[src/rtl/ram_tester.sv]
// March self-test engine for a 32x32 single-port synchronous RAM.
// Two passes (pattern, then inverse pattern); reports error count and first failure.
module ram_tester #(
    parameter logic [31:0] SEED = 32'hA5A5_5A5A
) (
    input  logic        clk,
    input  logic        rst_n,
    input  logic        start,
    output logic        ram_ena,
    output logic        ram_wena,
    output logic [4:0]  ram_addr,
    output logic [31:0] ram_wdata,
    input  logic [31:0] ram_rdata,
    output logic        busy,
    output logic        done,
    output logic        pass,
    output logic [5:0]  err_count,
    output logic [4:0]  first_err_addr,
    output logic        first_err_pass
);

    typedef enum logic [2:0] {IDLE, W0, R0, W1, R1, CMPL} state_t;

    state_t      state, state_nxt;
    logic [4:0]  addr_cnt;
    logic        cmp_vld_p1;
    logic [4:0]  cmp_addr_p1;
    logic        cmp_pass_p1;
    logic        mismatch;
    logic [5:0]  err_nxt;

    function automatic logic [31:0] pattern(input logic [4:0] a, input logic inv);
        logic [31:0] p;
        p = SEED ^ {4{3'b000, a}};
        return inv ? ~p : p;
    endfunction

    function automatic logic [5:0] sat_inc(input logic [5:0] v);
        return (v == 6'd63) ? v : v + 6'd1;
    endfunction

    always_ff @(posedge clk or negedge rst_n) begin
        if (!rst_n) state <= IDLE;
        else        state <= state_nxt;
    end

    always_comb begin
        state_nxt = state;
        ram_ena   = 1'b0;
        ram_wena  = 1'b0;
        ram_wdata = '0;
        case (state)
            IDLE: if (start) state_nxt = W0;
            W0: begin
                ram_ena   = 1'b1;
                ram_wena  = 1'b1;
                ram_wdata = pattern(addr_cnt, 1'b0);
                if (addr_cnt == 5'd31) state_nxt = R0;
            end
            R0: begin
                ram_ena = 1'b1;
                if (addr_cnt == 5'd31) state_nxt = W1;
            end
            W1: begin
                ram_ena   = 1'b1;
                ram_wena  = 1'b1;
                ram_wdata = pattern(addr_cnt, 1'b1);
                if (addr_cnt == 5'd31) state_nxt = R1;
            end
            R1: begin
                ram_ena = 1'b1;
                if (addr_cnt == 5'd31) state_nxt = CMPL;
            end
            CMPL:    state_nxt = IDLE;
            default: state_nxt = IDLE;
        endcase
    end

    assign ram_addr = addr_cnt;
    assign busy     = (state != IDLE);

    // Read data lags the issue edge by one cycle; compare against the registered read tag.
    assign mismatch = cmp_vld_p1 && (ram_rdata != pattern(cmp_addr_p1, cmp_pass_p1));
    assign err_nxt  = mismatch ? sat_inc(err_count) : err_count;

    always_ff @(posedge clk or negedge rst_n) begin
        if (!rst_n) begin
            addr_cnt       <= '0;
            cmp_vld_p1     <= 1'b0;
            cmp_addr_p1    <= '0;
            cmp_pass_p1    <= 1'b0;
            done           <= 1'b0;
            pass           <= 1'b0;
            err_count      <= '0;
            first_err_addr <= '0;
            first_err_pass <= 1'b0;
        end else begin
            cmp_vld_p1  <= (state == R0) || (state == R1);
            cmp_addr_p1 <= addr_cnt;
            cmp_pass_p1 <= (state == R1);
            if (state inside {W0, R0, W1, R1})
                addr_cnt <= addr_cnt + 5'd1;
            if (state == IDLE) begin
                if (start) begin
                    done           <= 1'b0;
                    pass           <= 1'b0;
                    err_count      <= '0;
                    first_err_addr <= '0;
                    first_err_pass <= 1'b0;
                end
            end else begin
                err_count <= err_nxt;
                if (mismatch && (err_count == 6'd0)) begin
                    first_err_addr <= cmp_addr_p1;
                    first_err_pass <= cmp_pass_p1;
                end
                if (state == CMPL) begin
                    done <= 1'b1;
                    pass <= (err_nxt == 6'd0);
                end
            end
        end
    end

endmodule

[config.mk]
export PLATFORM = sky130hd
export DESIGN_NAME = ram_tester
export DESIGN_NICKNAME = d
export VERILOG_FILES = /design/src/rtl/ram_tester.sv
export SDC_FILE = /design/constraint.sdc
export NUM_CORES = 1
export LEC_CHECK = 0
export BUFFER_PORTS_ARGS = -buffer_cell sky130_fd_sc_hd__buf_4
export CAP_MARGIN = 15
export CORE_MARGIN = 2
export CORE_UTILIZATION = 52
export DETAILED_ROUTE_END_ITERATION = 8
export GPL_TIMING_DRIVEN = 0
export PLACE_DENSITY = 0.93
export SYNTH_ARGS = -nofsm -noshare
export SYNTH_HDL_FRONTEND = slang
export SYNTH_SLANG_ARGS = --single-unit
export TNS_END_PERCENT = 5
[constraint.sdc]
create_clock -name clk -period 3.64 [get_ports clk]
set_input_delay 0.364 -clock clk [delete_from_list [all_inputs] [get_ports clk]]
set_output_delay 0.364 -clock clk [all_outputs]
set_load 0.1 [all_outputs]
==> results.py <==
metrics = {
    "logic_synthesis": {
        "seq_area_frac_synth_pct": 34.1,
        "netlist_area_um2": 2130,
        "yosysUniqueCellTypes": 52,
        "synth.area.top_cells": "dfrtp_1 (34%), buf_4 (7.1%), xnor2_1 (4.9%), mux2i_1 (4.7%), nand2_1 (3.7%)",
        "synth_edf_count": 0,
        "syn_area_per_cell_um2": 9.13,
        "synth_top_area_cell": "dfrtp_1",
        "synth_common_cells": "dfrtp_1 (29), nand2_1 (21), buf_4 (20), inv_1 (13)",
        "netlist_instances": 233,
        "synthArstFlopShare_pct": 100,
        "ys_warn_count": 0,
        "ys.flop_type": "dfrtp_1",
        "syn-num-nets": 272,
        "synth.ff_latch_count": 29,
        "netlist.area_leader.share_pct": 34.1,
        "synth.most_common_cell": "dfrtp_1",
    },
    "clock_tree": {
        "cts_tree": "done",
        "post_cts_buffers": 0,
        "cts_buffers": 5,
        "clk_root_buffer_cell": "clkbuf_8",
        "cts_buffer_depth": 2,
        "clk_latency_ns": 0.28,
        "clk_pin_slew_ns": 0.06,
        "postCtsHoldBufs": 0,
        "cts_max_level": 2,
        "cts.sinks": 29,
        "cts_resized": 0,
    },
    "floorplanning": {
        "io_pins": 89,
        "die_area_um2": 4620,
        "start_util_pct": 53.6,
        "rows": 23,
        "die_y_um": 68.0,
        "core_area_um2": 3970,
        "die_x_um": 68.0,
    },
    "sta": {
        "finalCritPeriodShare_pct": 72.6,
        "finalSetupViolations": 0,
        "slew_viol_final": 0,
        "final.setup.tns_ns": 0,
        "rsz0062_at_grt": "false",
        "clock.fmax_ghz": 0.378,
        "worstMarginPinSlew_ns": 0.612,
        "min_period_ns": 2.64,
        "finalClockSkew_ns": 0.00252,
        "max_slew_margin_pct": 58.9,
        "final-hold-violation-count": 0,
        "setup_ws_ns": 0.997,
    },
    "place": {
        "gp_congestion": 0.877,
        "dpl.hpwl_um": 4370,
        "dp_slack_ns": 1.20,
        "io_buffers": 88,
        "place_inst": 371,
    },
    "critical_path": {
        "critPathMaxFanout": 10,
        "startpoint_type": "flop",
        "cp_data_arrival_time_ns": 2.28,
        "end_kind": "primary output",
        "critPathRequiredTime_ns": 3.28,
        "path_class": "reg2out",
    },
    "global_routing": {
        "grt_first_pass_wirelength_um": 8860,
        "grt_max_degree": 30,
        "grt.overflow.total": 0,
        "grt_pass1_vias": 2019,
        "antenna_found_initial": 0,
        "grtUsageTotal_pct": 25.2,
    },
    "layout": {
        "n_fill_cell": 306,
        "n_antenna_cell": 0,
        "final_nets": 367,
        "syn2layout_area_growth_pct": 38.0,
        "drive_above_1_share_pct": 38.6,
        "stdcell_count": 379,
    },
    "drt": {
        "ant_nets": 0,
        "drtPass1Iterations": 4,
        "drcViolationCount": 0,
        "drtIter0Drc": 183,
        "vias": 2110,
        "routed_wl_um": 5630,
        "post_drt_wl_per_cell_um": 14.9,
        "avgViaCountPerCell": 5.57,
    },
    "outcome": {
        "outcome": "finished clean",
    },
    "flow_run": {
        "drv_cap": 0,
    },
    "worst_hold_path": {
        "hold_path_class": "in2async",
    },
    "power_and_ir_drop": {
        "p_per_area_nw_per_um2": 216,
        "leakage_nw": 1.43,
        "peakVddDrop_mv": 0.207,
    },
}
## through the flow
stage | hold slack, ns | power, mW | utilization, % | area, µm²
5_1_grt | 0.0265 | 0.658 | 74.0 | 2940
3_5_place_dp | 0.308 | 0.385 | 71.8 | 2850
2_1_floorplan | 0.0684 | 0.343 | - | 2130
6_report | 0.000814 | 0.635 | 74.0 | 2940
4_1_cts | 0.00614 | 0.638 | 74.0 | 2940
3_3_place_gp | 0.302 | 0.382 | 71.8 | 2850
## layout by cell type, fill, tap and decap left out, types with 4 or more instances in the layout
master    instances
buf_4           108
dfrtp_1          29
nand2_1          21
inv_1            13
nor2_1           12
xnor2_1          12
mux2i_1          10
clkbuf_1          9
xor2_1            9
nand3_1           9
nor2b_1           6
nor3_1            6
nand2b_1          5
and3_1            5
nand4b_1          5
clkbuf_8          5
o22ai_1           4
or3_1             4
nand4_1           4
nor3b_1           4
ha_1              4
## power by group
group | internal (mW) | switching [mW] | total [mW]
Combinational | 0.0325 | 0.0236 | 0.0561
Clock | 0.131 | 0.125 | 0.256
Sequential | 0.322 | 0.0000000292 | 0.322
Total | 0.486 | 0.148 | 0.635
## area by class of cell
class | count | area (µm²) | share of cell area [%]
multi-input combinational | 160 | 1160 | 39.5
buffer | 31 | 194 | 6.60
tap | 50 | 62.6 | 2.13
clock buffer | 5 | 68.8 | 2.34
clock inverter | 3 | 17.5 | 0.596
sequential | 29 | 726 | 24.7
inverter | 13 | 48.8 | 1.66
timing repair buffer | 88 | 661 | 22.5
## final timing paths
path	from	to	slack [ns]	depth (start not counted)
max in group asynchronous	rst_n	state[0]	3.37	1
worst max register to register	cmp_addr_p1[4]	err_count[1]	1.14	7
worst max-delay path	state[1]	ram_ena	1.0	6
worst min-delay path	rst_n	ram_addr[1]	0.0008	1
min in group clk	done	done	0.49	2
worst min register to register	done	done	0.49	2
## cells by family after synthesis
kind of cell,share of synthesized area (%)
flops,34.1
buf+inv,11.4
mux,6.47
compound gates,9.88
simple gates,27.2
fa+ha+maj,2.35
xor+xnor,8.64
## critical path, cell delays in order (launching register included)
cell,delay [ns]
dfrtp_1,0.32
clkbuf_1,0.48
nand2b_1,0.20
a21oi_1,0.25
or2_1,0.13
clkbuf_1,0.26
buf_4,0.35
## sequential cells by signal, summed over array words and instances, names as in the netlist
signal / count
cmp_addr_p1: 5
cmp_pass_p1: 1
cmp_vld_p1: 1
done: 1
err_count: 6
first_err_addr: 5
first_err_pass: 1
pass: 1
ram_addr: 5
state: 3
## routing by layer
layer  track usage, %  wire length, µm  vias up
met4             8.50              110        0
li1                 -                -      990
met1             28.9             2070     1000
met3             6.41              424       16
met5                0                0        -
met2             45.4             3030      104
Note: power is estimated with default switching activity, not from simulation.
